### src/rtl/rendering_ctrl_pkg.sv
// rtl/rendering_ctrl_pkg.sv - shared types and widths for the rendering frame controller
package rendering_ctrl_pkg;

  localparam int DATA_W = 32;
  localparam int CNT_W  = 16;

  typedef enum logic [1:0] {
    ST_IDLE = 2'd0,
    ST_RUN  = 2'd1,
    ST_DONE = 2'd2,
    ST_ERR  = 2'd3
  } state_t;

endpackage

### src/rtl/rendering_xfer_gate.sv
// rtl/rendering_xfer_gate.sv - gated vld/ack pass-through with per-frame word count
module rendering_xfer_gate
  import rendering_ctrl_pkg::*;
(
  input  logic              clk,
  input  logic              rst,
  input  logic              clear,
  input  logic              enable,
  input  logic [CNT_W-1:0]  limit,
  input  logic [DATA_W-1:0] src_data,
  input  logic              src_vld,
  output logic              src_ack,
  output logic [DATA_W-1:0] dst_data,
  output logic              dst_vld,
  input  logic              dst_ack,
  output logic [CNT_W-1:0]  count,
  output logic              fire,
  output logic              reached_next
);

  logic             gate;
  logic [CNT_W-1:0] count_next;

  // The channel is open only while running and short of the frame quota,
  // so the count can never pass the limit and never wraps.
  assign gate         = enable && (count < limit);
  assign dst_data     = src_data;
  assign dst_vld      = src_vld && gate;
  assign src_ack      = dst_ack && gate;
  assign fire         = src_vld && dst_ack && gate;
  assign count_next   = count + CNT_W'(fire);
  // Includes this cycle's transfer so the FSM can leave RUN right after the last word.
  assign reached_next = (count_next == limit);

  // Word counter: cleared on reset or frame accept, bumped on each transfer.
  always_ff @(posedge clk) begin
    if (rst || clear) begin
      count <= '0;
    end else begin
      count <= count_next;
    end
  end

endmodule

### src/rtl/rendering_frame_ctrl.sv
// rtl/rendering_frame_ctrl.sv - frame sequencer between host and rendering pipeline
module rendering_frame_ctrl
  import rendering_ctrl_pkg::*;
(
  input  logic              ap_clk,
  input  logic              ap_rst,
  input  logic              ap_start,
  output logic              ap_ready,
  output logic              ap_done,
  output logic              ap_idle,
  input  logic [CNT_W-1:0]  cfg_in_words,
  input  logic [CNT_W-1:0]  cfg_out_words,
  input  logic [CNT_W-1:0]  cfg_timeout,
  input  logic [DATA_W-1:0] Host_in_V_V,
  input  logic              Host_in_V_V_ap_vld,
  output logic              Host_in_V_V_ap_ack,
  output logic [DATA_W-1:0] Pipe_out_V_V,
  output logic              Pipe_out_V_V_ap_vld,
  input  logic              Pipe_out_V_V_ap_ack,
  input  logic [DATA_W-1:0] Pipe_in_V_V,
  input  logic              Pipe_in_V_V_ap_vld,
  output logic              Pipe_in_V_V_ap_ack,
  output logic [DATA_W-1:0] Host_out_V_V,
  output logic              Host_out_V_V_ap_vld,
  input  logic              Host_out_V_V_ap_ack,
  output logic [CNT_W-1:0]  in_count,
  output logic [CNT_W-1:0]  out_count,
  output logic              err_timeout
);

  state_t           state;
  logic [CNT_W-1:0] cfg_in_q;
  logic [CNT_W-1:0] cfg_out_q;
  logic [CNT_W-1:0] cfg_to_q;
  logic [CNT_W-1:0] stall_cnt;
  logic [CNT_W-1:0] stall_inc;
  logic             accept;
  logic             run;
  logic             in_fire;
  logic             out_fire;
  logic             in_reached;
  logic             out_reached;
  logic             stall_hit;
  logic             idle_q;
  logic             done_q;
  logic             err_q;

  assign accept      = (state == ST_IDLE) && ap_start;
  assign run         = (state == ST_RUN);
  assign ap_ready    = accept;
  assign ap_idle     = idle_q;
  assign ap_done     = done_q;
  assign err_timeout = err_q;

  // A stall cycle is a RUN cycle with no transfer on either channel; the
  // limit is hit when this cycle would bring the stall count up to it.
  assign stall_inc = stall_cnt + CNT_W'(1);
  assign stall_hit = (cfg_to_q != '0) && !(in_fire || out_fire) && (stall_inc == cfg_to_q);

  rendering_xfer_gate u_in_gate (
    .clk          (ap_clk),
    .rst          (ap_rst),
    .clear        (accept),
    .enable       (run),
    .limit        (cfg_in_q),
    .src_data     (Host_in_V_V),
    .src_vld      (Host_in_V_V_ap_vld),
    .src_ack      (Host_in_V_V_ap_ack),
    .dst_data     (Pipe_out_V_V),
    .dst_vld      (Pipe_out_V_V_ap_vld),
    .dst_ack      (Pipe_out_V_V_ap_ack),
    .count        (in_count),
    .fire         (in_fire),
    .reached_next (in_reached)
  );

  rendering_xfer_gate u_out_gate (
    .clk          (ap_clk),
    .rst          (ap_rst),
    .clear        (accept),
    .enable       (run),
    .limit        (cfg_out_q),
    .src_data     (Pipe_in_V_V),
    .src_vld      (Pipe_in_V_V_ap_vld),
    .src_ack      (Pipe_in_V_V_ap_ack),
    .dst_data     (Host_out_V_V),
    .dst_vld      (Host_out_V_V_ap_vld),
    .dst_ack      (Host_out_V_V_ap_ack),
    .count        (out_count),
    .fire         (out_fire),
    .reached_next (out_reached)
  );

  // Frame FSM: latches config at accept, watches completion and stalls, registers status outputs.
  always_ff @(posedge ap_clk) begin
    if (ap_rst) begin
      state     <= ST_IDLE;
      idle_q    <= 1'b1;
      done_q    <= 1'b0;
      err_q     <= 1'b0;
      cfg_in_q  <= '0;
      cfg_out_q <= '0;
      cfg_to_q  <= '0;
      stall_cnt <= '0;
    end else begin
      done_q <= 1'b0;
      case (state)
        ST_IDLE: begin
          if (ap_start) begin
            cfg_in_q  <= cfg_in_words;
            cfg_out_q <= cfg_out_words;
            cfg_to_q  <= cfg_timeout;
            stall_cnt <= '0;
            err_q     <= 1'b0;
            idle_q    <= 1'b0;
            state     <= ST_RUN;
          end
        end
        ST_RUN: begin
          if ((cfg_to_q == '0) || in_fire || out_fire) begin
            stall_cnt <= '0;
          end else begin
            stall_cnt <= stall_inc;
          end
          if (in_reached && out_reached) begin
            done_q <= 1'b1;
            state  <= ST_DONE;
          end else if (stall_hit) begin
            done_q <= 1'b1;
            err_q  <= 1'b1;
            state  <= ST_ERR;
          end
        end
        ST_DONE, ST_ERR: begin
          idle_q <= 1'b1;
          state  <= ST_IDLE;
        end
        default: begin
          idle_q <= 1'b1;
          state  <= ST_IDLE;
        end
      endcase
    end
  end

endmodule

### config.mk
export PLATFORM = sky130hd
export DESIGN_NAME = rendering_frame_ctrl
export DESIGN_NICKNAME = d
export VERILOG_FILES = /design/src/rtl/rendering_ctrl_pkg.sv /design/src/rtl/rendering_xfer_gate.sv /design/src/rtl/rendering_frame_ctrl.sv
export SDC_FILE = /design/constraint.sdc
export NUM_CORES = 1
export LEC_CHECK = 0
export ABC_AREA = 0
export CORE_UTILIZATION = 42
export DETAILED_ROUTE_END_ITERATION = 12
export PLACE_DENSITY_LB_ADDON = 0.05
export SKIP_LAST_GASP = 1
export SLEW_MARGIN = 15
export SYNTH_ARGS = -nofsm -noshare
export SYNTH_HDL_FRONTEND = slang
export SYNTH_HIERARCHICAL = 1
export SYNTH_SLANG_ARGS = --single-unit
### constraint.sdc
create_clock -name ap_clk -period 3.62 [get_ports ap_clk]
set_input_delay 0.724 -clock ap_clk [delete_from_list [all_inputs] [get_ports ap_clk]]
set_output_delay 0.724 -clock ap_clk [all_outputs]
set_load 0.02 [all_outputs]
=== Yosys cells after proc, flatten, opt, wreduce, memory -nomap -nowiden ===
Cells that the tools add are included.

* Bits in registers: 101
* Bits in latches: 0
* Bits in writable memories: 0
* Bits in read-only memories: 0
* Input bits: 119
* Output and inout bits: 104
* Word-level logic and storage cells: 71
* Memories kept: 0

* Add/subtract/negate cells: 3
* Multiply operators: 0
* Div/mod/pow operators: 0
* Order comparisons: 2
* Equality and inequality tests: 10
* Shift operators: 0
* Muxes and demuxes: 14
* Bitwise operators: 1
* Reductions and logical operators: 31

{| class="wikitable"
|+ Operators by type and width
! cell !! count
|-
| $eq 16x16->1 || 3
|-
| $add 16x1->16 || 2
|-
| $lt 16x16->1 || 2
|-
| $mux 16 || 2
|-
| $pmux 16 s2 || 1
|-
| $add 16x1->16 const B || 1
|-
| $logic_not 16->1 || 1
|-
| $reduce_bool 16->1 || 1
|-
| $logic_and 1x1->1 || 14
|-
| $reduce_and 2->1 || 4
|-
| $mux 2 || 3
|-
| $ne 2x2->1 const B || 3
|-
| $pmux 2 s3 || 1
|-
| $mux 1 || 5
|-
| $eq 2x2->1 const B || 2
|-
| $logic_or 1x1->1 || 4
|-
| $pmux 1 s2 || 2
|-
| $reduce_and 4->1 || 1
|-
| $reduce_bool 2->1 || 2
|-
| $reduce_or 2->1 || 2
|-
| $ne 3x3->1 const B || 1
|-
| $eq 2x1->1 const B || 1
|-
| $logic_not 2->1 || 1
|-
| $logic_not 1->1 || 1
|-
| $not 1->1 || 1
|}

=== Logic depth before layout (Yosys ltp) ===
Gate-level depths: netlist (run 1).

* Word-level depth: 10
* Depth in mapped cells: 20
* Mapped depth without buffers: 20

=== Cells and area by module ===
The synthesis (run 1) kept the hierarchy.

{| class="wikitable"
|+ By module, submodules not included
! module !! times used !! cells each !! area an instance (sq um) !! sequential area each (sq um)
|-
| rendering_frame_ctrl || 1 || 427 || 3347.0 || 1381.3
|-
| rendering_xfer_gate || 2 || 204 || 1629.1 || 320.3
|}

=== Worst setup path after synthesis (run 1) ===
OpenSTA, ideal clock, no wires.

* Path kind: reg-to-reg
* Start point: register u_in_gate.count[5]
* End point: register err_q, in the netlist err_timeout
* Library setup time: 0.134 ns
* Data arrival time: 3.808 ns
* Data required time: 3.486 ns
* Setup slack: -0.322 ns
* Stages on the path, launching flop included: 20
* Buffers on the path: 0
* Period minus slack after synthesis: 3.942 ns
* Cell sequence: dfxtp_1 > ha_1 > a21o_1 > a21o_1 > a21oi_1 > nor3_1 > nor4bb_1 > and4_1 > ha_1 > ha_1 > nand3_2 > nor3_1 > xnor2_1 > o211ai_1 > a2111oi_2 > and4_1 > a21oi_1 > o21a_1 > a21oi_1 > a211oi_1

* Elaborated cells between the ends (all ways): 13
* Those cells by class: add/sub: 1; order compare: 1; eq/ne: 3; reduce/logical: 8

{| class="wikitable"
|+ RTL lines
! what !! RTL line !! source
|-
| start: declaration || rendering_xfer_gate.sv:16 || <nowiki>output logic [CNT_W-1:0] count,</nowiki>
|-
| start signal: assignment || rendering_xfer_gate.sv:40 || <nowiki>count <= count_next;</nowiki>
|-
| $lt 16x16->1 || rendering_xfer_gate.sv:26 || <nowiki>assign gate = enable && (count < limit);</nowiki>
|-
| $logic_and 1x1->1 || rendering_xfer_gate.sv:26 ||
|-
| $logic_and 1x1->1 || rendering_xfer_gate.sv:30 || <nowiki>assign fire = src_vld && dst_ack && gate;</nowiki>
|-
| via in_fire || rendering_frame_ctrl.sv:39 || <nowiki>logic in_fire;</nowiki>
|-
| $add 16x1->16 || rendering_xfer_gate.sv:31 || <nowiki>assign count_next = count + CNT_W'(fire);</nowiki>
|-
| $eq 16x16->1 || rendering_xfer_gate.sv:33 || <nowiki>assign reached_next = (count_next == limit);</nowiki>
|-
| via in_reached || rendering_frame_ctrl.sv:41 || <nowiki>logic in_reached;</nowiki>
|-
| $logic_and 1x1->1 || rendering_frame_ctrl.sv:125 || <nowiki>if (in_reached && out_reached) begin</nowiki>
|-
| $ne 2x2->1 (no line) || n/a ||
|-
| $reduce_and 4->1 (no line) || n/a ||
|-
| end signal: assignment || rendering_frame_ctrl.sv:100 || <nowiki>err_q <= 1'b0;</nowiki>
|-
| end signal: assignment || rendering_frame_ctrl.sv:114 || <nowiki>err_q <= 1'b0;</nowiki>
|-
| end signal: assignment || rendering_frame_ctrl.sv:130 || <nowiki>err_q <= 1'b1;</nowiki>
|-
| end: declaration || rendering_frame_ctrl.sv:46 || <nowiki>logic err_q;</nowiki>
|}

The timed path passes the listed nets, and every way through them passes these cells.
A chain may end at the register's enable or synchronous reset.

=== Worst setup path after layout (run 1) ===
Ends and elaborated chain as after synthesis.

==> results.txt, run 1 <==
----------------------------------------------------
[Status]
  Run status ... complete, but fails checks
  Violations in the final reports ... setup timing

[GRT]
  Global-route usage over all layers ... 0.232
  Via count of the first global-routing pass ... 5972
  First-pass GRT wire length ... 29.6 mm
  Overall overflow remaining after global route ... 0
  Largest net degree at the start of global routing ... 52
  Antenna violations before repair ... 0

[Hold path]
  Endpoint, Worst Hold ... cfg_in_q[7]
  Depth of the worst hold-timing path ... 2
  Worst hold start ... cfg_in_q[7]
  Class of the tightest hold or removal check ... register to register

[Clock network]
  Clock slew at reported path FFs ... 0.07 ns
  Clock insertion delay at the later pin of the skew report ... 0.36 ns
  Clock net sink count ... 101
  Count of H-tree levels built during CTS ... 3
  Maximum buffer depth of the clock tree ... 2
  Cell at the root of the clock tree ... clkbuf_16
  TritonCTS Buffers ... 9
  Clock tree from TritonCTS ... built

[Job]
  Count of max-cap constraint violations ... 0

[Timing]
  Worst-margin pin slew ... 0.685 ns
  Maximum clock frequency ... 249 MHz
  Worst setup margin ... -0.393 ns
  Worst Clk Skew ... 0.0103 ns
  Min Hold Slack ... 0.492 ns
  Final period util ... 1.11
  Rel. slew slack ... 0.543
  Final-report setup violation count ... 5
  Setup repair after global routing missed its margin ... true
  Final hold viol count ... 0
  Post-layout min period ... 4.01 ns
  Fin. max-slew vios ... 0

[Synthesis]
  Most numerous cell in the Yosys netlist ... nand2_1
  Fraction of synthesis flops using an asynchronous set or reset pin ... 0
  Net count of the mapped netlist ... 989
  Avg Synthesized Cell Area ... 7.91 sq um
  Number of flops mapped to enable cells by yosys ... 0
  List of most frequent post-synthesis cells ... 123 x nand2_1, 101 x dfxtp_1, 77 x a21oi_1
  Area leader, netlist ... dfxtp_1
  Number of distinct library cells after synthesis ... 60
  Number of flip-flops and latches in the synthesized netlist ... 101
  Seq/Total Area, Yosys ... 0.306
  Biggest area contributors in the synthesized netlist ... dfxtp_1 31%, buf_4 7.5%, nand2_1 7.0%
  Warnings from Yosys ... 6
  Leading register cell type out of synthesis ... dfxtp_1
  Instance count of the mapped netlist ... 835
  Area share of the leading cell type in the synthesized netlist ... 0.306
  Post-synthesis cell area ... 6610 sq um

[Setup path]
  Capture instance of the worst register-to-register path ... err_timeout
  Worst EP arrival ... 4.23 ns
  Required time worst endpoint ... 3.84 ns
  Number of cells on the worst reg-to-reg path ... 20
  Startpoint of the worst setup timing path ... u_in_gate/count[5]
  Critical Path Fanout Max ... 3
  Critical path class ... register to register
  CP Launch Type ... register
  Capturing element type of the critical path ... register
  Worst reg2reg path startpoint ... u_in_gate/count[5]
  R2R setup slack ... -0.39 ns

[Power]
  Final Total Pwr ... 2.69 mW
  Static leakage power ... 3.42 nW
  Power density relative to cell area ... 315 nW/um^2
  Max rail drop VDD ... 223 uV

[Floorplanning]
  Count of boundary I/O pins ... 223
  Starting Density ... 0.433
  Area enclosed by the die boundary ... 16200 sq um
  Die height ... 127 um
  Core region area ... 15300 sq um
  Width of the chip ... 127 um
  Std cell rows ... 45

[Layout]
  Count of antenna diodes in the layout ... 0
  Final #Nets ... 1111
  Proportion of layout cells with a drive suffix above 1 ... 0.207
  Area Overhead vs Synth ... 29.2%

[Drt]
  Number of vias in the routed layout ... 6110
  Routed vias/inst ... 5.21
  Post-route antenna net violation count ... 0
  DRC violations left ... 0
  WL final ... 18.7 mm
  First DRT Iteration DRCs ... 291
  Pre-Repair DR Iteration Count ... 5
  Average wire per standard cell ... 15.9 um

[Placed design]
  Routability cong. ... 0.887
  Port buffer count ... 94
  DPL Wire Length ... 13.7 mm

----------------------------------------------------
routing by layer:
| metal | track usage | vias up | wire (um) |
|---|---|---|---|
| li1 | - | 3040 | - |
| met1 | 0.289 | 2857 | 8450 |
| met2 | 0.409 | 181 | 9110 |
| met3 | 0.0477 | 32 | 858 |
| met4 | 0.0539 | 0 | 257 |
| met5 | 0 | - | 0 |
area by class of cell:
cell class                      instances  area (sq um)
Clock buffer                           11           243
Clock inverter                          5          57.6
Fill cell                            1500          6720
Inverter                               39           146
Multi-Input combinational cell        590          3940
Sequential cell                       101          2030
Tap cell                              211           264
Timing Repair Buffer                  216          1850
logic make-up after synthesis:
kind of cell / count (synthesis) / share of synthesized area
buf+inv: 144 / 0.130
simple gates: 323 / 0.249
fa+ha+maj: 35 / 0.0663
xor+xnor: 84 / 0.111
flops: 101 / 0.306
compound gates: 147 / 0.135
mux: 1 / 0.00152
what timing repair did:
action / 4_1_cts / 5_1_grt
hold buffers: 0 / 0
pin swaps: 9 / 11
setup endpoints to repair: 5 / 12
setup buffers: 7 / 4
gates resized for setup: 9 / 21
per-stage QoR:
step	setup TNS [ns]	std cells	worst slack [ns]	instance area [sq um]	utilization
finish	-1.09	1173	-0.393	8540	0.559
global route	-2.37	1173	-0.632	8540	0.559
CTS	-1.34	1169	-0.394	8440	0.553
detailed placement	-1.18	1146	-0.432	8040	0.527
global placement	-0.579	1146	-0.260	8040	0.527
floorplan	-0.00502	835	-0.00502	6720	-
placed cells by master (no fill, tap or decap), drive strengths merged, types with 4 or more instances in the layout:
cell type / count
or2: 5
clkinv: 4
a211oi: 6
dfxtp: 101
or3: 7
inv: 39
a31oi: 6
nand4: 21
xnor2: 50
nor2b: 4
nor4: 16
clkdlybuf4s50: 91
nor3: 13
nor2: 64
a21oi: 77
and3: 12
o21ai: 23
o2111ai: 4
nor3b: 5
ha: 35
xor2: 34
clkbuf: 11
a21o: 12
nand2: 123
nand2b: 7
and4: 5
buf: 123
nand3: 29
sequential cells by signal, summed over array words and instances (netlist names):
register,count
ap_done,1
cfg_out_q,16
cfg_in_q,16
stall_cnt,16
cfg_to_q,16
ap_idle,1
err_timeout,1
u_in_gate/count,16
u_out_gate/count,16
state,2
worst max path at each step:
stage | to | slack, ns | cells past startpoint
6_report | err_timeout | -0.39 | 20
5_1_grt | err_timeout | -0.63 | 20
4_1_cts | err_timeout | -0.39 | 20
3_5_place_dp | err_timeout | -0.43 | 20
3_3_place_gp | err_timeout | -0.26 | 20
2_1_floorplan | err_timeout | -0.005 | 20
where the power goes:
part	internal [mW]	total (mW)	switching (mW)	leakage, nW
Combinational	0.247	0.504	0.257	2.44
Sequential	1.15	1.19	0.0353	0.825
Clock	0.557	1.00	0.445	0.150
Total	1.95	2.69	0.737	3.42
critical path: stages, from the launching register on:
cell and delay [ns]:
dfxtp_2 0.34, ha_4 0.23, a21o_1 0.17, a21o_1 0.16, a21oi_2 0.11, nor3_1 0.07
nor4bb_2 0.27, buf_4 0.16, and4_4 0.24, ha_4 0.16, ha_4 0.17, nand3_4 0.08
xor2_2 0.16, a221oi_2 0.30, o2111ai_2 0.17, a2111oi_2 0.36, and4_4 0.31, a21oi_2 0.05
o21a_1 0.18, a21oi_2 0.12, a211oi_1 0.05
Note: power is estimated with default switching activity, not from simulation.
==> inputs of run 2 (changes only) <==
Settings changed: CORE_UTILIZATION 42 to 25.
==> run 2 against run 1 <==
Compared with the run above: the flow still finishes with violations (setup timing); maximum frequency increased by 0.86%; register-to-register slack better by 0.03 ns; sequential share of layout area is 0.27 points lower; power decreased by 2.0%; utilization down 23 points; sequential power is essentially flat; setup slack better by 0.034 ns; clock skew rose by 0.0024 ns; clock-buffer cell count decreased by 1; global-route usage is 7.3 points lower; sequential cell count stayed put; die area is 67% higher; largest cell class unchanged; largest power group unchanged.
==> results.txt, run 2 (synthesis results as in run 1) <==
----------------------------------------------------
[Status]
  Violations in the final reports ... setup timing (unchanged)
  Run status ... complete, but fails checks (unchanged)

[Drt]
  Post-route antenna net violation count ... 0 (unchanged)
  First DRT Iteration DRCs ... 284 (was 291)
  WL final ... 21.1 mm (was 18.7 mm)
  Average wire per standard cell ... 16.4 um (was 15.9 um)
  Pre-Repair DR Iteration Count ... 4 (was 5)
  DRC violations left ... 0 (unchanged)
  Routed vias/inst ... 4.69 (was 5.21)
  Number of vias in the routed layout ... 6039 (was 6110)

[Setup path]
  Stage delay of the slowest cell on the critical path ... 0.42 ns (was 0.36 ns)
  CP Buf/Inv Count ... 2 (was 1)
  Critical Path Fanout Max ... 3 (unchanged)
  Worst setup endpoint ... err_timeout (unchanged)
  Worst EP arrival ... 4.21 ns (was 4.23 ns)
  R2R setup slack ... -0.36 ns (was -0.39 ns)
  Required time worst endpoint ... 3.85 ns (was 3.84 ns)
  Capturing element type of the critical path ... register (unchanged)
  Chain of cells forming the critical path ... ha_4 -> a21o_1 -> a21o_1 -> a21oi_2 -> nor3_1 -> nor4bb_2 -> buf_4 -> and4_4 -> ha_4 -> ha_4 -> nand3_4 -> buf_6 -> nor3_4 -> xnor2_1 -> o211ai_1 -> a2111oi_2 -> and4_4 -> a21oi_1 -> o21a_1 -> a21oi_2 -> a211oi_2 (was ha_4 -> a21o_1 -> a21o_1 -> a21oi_2 -> nor3_1 -> nor4bb_2 -> buf_4 -> and4_4 -> ha_4 -> ha_4 -> nand3_4 -> xor2_2 -> a221oi_2 -> o2111ai_2 -> a2111oi_2 -> and4_4 -> a21oi_2 -> o21a_1 -> a21oi_2 -> a211oi_1)
  Critical path class ... register to register (unchanged)
  Number of cells on the worst reg-to-reg path ... 21 (was 20)
  CP Launch Type ... register (unchanged)
  Critical path depth ... 21 (was 20)
  Worst reg2reg path startpoint ... u_in_gate/count[5] (unchanged)
  CP max stage cell ... a2111oi_2 (unchanged)
  Capture instance of the worst register-to-register path ... err_timeout (unchanged)
  Cell repeated most along the worst path ... ha_4
  Dominant delay contributor by cell family on the critical path ... compound AO/OA/AOI/OAI gates (unchanged)
  Startpoint of the worst setup timing path ... u_in_gate/count[5] (unchanged)

[GRT]
  Largest net degree at the start of global routing ... 52 (unchanged)
  Antenna violations before repair ... 0 (unchanged)
  First-pass GRT wire length ... 32.9 mm (was 29.6 mm)
  Global-route usage over all layers ... 0.159 (was 0.232)
  Via count of the first global-routing pass ... 5980 (was 5972)
  Overall overflow remaining after global route ... 0 (unchanged)

[Timing]
  Maximum clock frequency ... 251 MHz (was 249 MHz)
  Worst Clk Skew ... 0.0128 ns (was 0.0103 ns)
  Setup repair after global routing missed its margin ... true (unchanged)
  Final period util ... 1.10 (was 1.11)
  Worst-margin pin slew ... 0.790 ns (was 0.685 ns)
  Post-layout min period ... 3.98 ns (was 4.01 ns)
  Worst setup margin ... -0.359 ns (was -0.393 ns)
  Min Hold Slack ... 0.478 ns (was 0.492 ns)
  Fin. max-slew vios ... 0 (unchanged)
  Final hold viol count ... 0 (unchanged)
  Final-report setup violation count ... 4 (was 5)
  Rel. slew slack ... 0.473 (was 0.543)

[Clock network]
  Clock net sink count ... 101 (unchanged)
  Clock tree from TritonCTS ... built (unchanged)
  Clock slew at reported path FFs ... 0.08 ns (was 0.07 ns)
  Cell at the root of the clock tree ... clkbuf_16 (unchanged)
  Clock insertion delay at the later pin of the skew report ... 0.36 ns (about the same)
  Count of H-tree levels built during CTS ... 3 (unchanged)
  TritonCTS Buffers ... 9 (unchanged)
  Post-CTS Hold Fix Bufs ... 0 (unchanged)
  Maximum buffer depth of the clock tree ... 2 (unchanged)

[Layout]
  Final #Nets ... 1102 (was 1111)
  Most common library cell in the layout ignoring fill and taps ... nand2_1 (was buf_4)
  Post-layout utilization of the core ... 0.333 (was 0.559)
  Most frequent cells in the layout ... 121 x nand2_1, 111 x buf_4, 91 x dfxtp_1, 91 x clkdlybuf4s50_1, 73 x a21oi_1 (was 122 x buf_4, 121 x nand2_1, 94 x dfxtp_1, 91 x clkdlybuf4s50_1, 73 x a21oi_1)
  Proportion of layout cells with a drive suffix above 1 ... 0.208 (was 0.207)
  Area Overhead vs Synth ... 31.0% (was 29.2%)
  Count of antenna diodes in the layout ... 0 (unchanged)
  Final-layout fill cell count ... 2805 (was 1500)

[Power]
  Final Total Pwr ... 2.64 mW (was 2.69 mW)
  Max rail drop VDD ... 209 uV (was 223 uV)
  Static leakage power ... 3.38 nW (was 3.42 nW)
  Power density relative to cell area ... 305 nW/um^2 (was 315 nW/um^2)

[Hold path]
  Worst hold start ... cfg_out_q[11] (was cfg_in_q[7])
  Class of the tightest hold or removal check ... register to register (unchanged)

[Floorplanning]
  Std cell rows ... 59 (was 45)
  Width of the chip ... 165 um (was 127 um)
  Starting Density ... 0.254 (was 0.433)
  Count of boundary I/O pins ... 223 (unchanged)
  Core region area ... 26000 sq um (was 15300 sq um)
  Area enclosed by the die boundary ... 27100 sq um (was 16200 sq um)
  Die height ... 165 um (was 127 um)

[Job]
  Count of max-cap constraint violations ... 0 (unchanged)

[Placed design]
  DPL Wire Length ... 15.7 mm (was 13.7 mm)
  Routability cong. ... 0.782 (was 0.887)
  Port buffer count ... 94 (unchanged)

----------------------------------------------------
[run 2: cell types whose count changed in the layout (fill, tap and decap cells not counted), moves of 3 or more]
cell        delta
buf_4         -11
clkinvlp_4     +4
dfxtp_1        -3
dfxtp_2        +3
[run 2: tightest hold or removal path: cells and delay by family (launching register included)]
kind,cells,cell delay (ns)
compound gates,1,0.05
simple gates,1,0.05
flops,1,0.34
[run 2: power by group]
part | leakage [nW] | switching (mW) | internal [mW]
Combinational | 2.44 | 0.267 | 0.245
Sequential | 0.826 | 0.0342 | 1.15
Clock | 0.117 | 0.475 | 0.465
Total | 3.38 | 0.776 | 1.86
[run 2: cell type report]
class,count,area [sq um],area share
Clock buffer,10,229,0.0265
Multi-Input combinational cell,590,3980,0.460
Timing Repair Buffer,207,1810,0.209
Sequential cell,101,2030,0.235
Inverter,39,146,0.0169
Clock inverter,5,38.8,0.00448
Tap cell,335,419,0.0484
[run 2: what timing repair did]
| item | 4_1_cts | 5_1_grt |
|---|---|---|
| setup buffers | 6 | 1 |
| endpoints found under the hold margin | 0 | 0 |
| gates resized for setup | 29 | 11 |
| pin swaps | 16 | 5 |
| endpoints found under the setup margin | 6 | 8 |
[run 2: through the flow]
stage,instance area (sq um),setup slack (ns),TNS (ns),instances
6_report,8650,-0.359,-0.915,1287
5_1_grt,8650,-0.568,-1.74,1287
4_1_cts,8610,-0.318,-0.921,1286
3_5_place_dp,8170,-0.568,-1.82,1265
3_3_place_gp,8170,-0.560,-1.85,1265
2_1_floorplan,6720,-0.00502,-0.00502,835
[run 2: worst min path at each step]
stage | end | cells past startpoint
detailed placement | ap_idle | 1
global route | cfg_in_q[11] | 2
CTS | cfg_in_q[11] | 2
floorplan | ap_idle | 1
finish | cfg_out_q[11] | 2
global placement | ap_idle | 1
[run 2: metal layers]
layer,global-route usage,part of all wire
met1,0.207,0.47
met2,0.261,0.46
met3,0.0294,0.047
met4,0.0571,0.022
met5,0,0
==> inputs of run 3 (changes only) <==
Settings changed: ABC_CLOCK_PERIOD_IN_PS set to 3620.
==> results of run 3 <==
The final DEF is identical to that of run 2; final timing and power are the same.
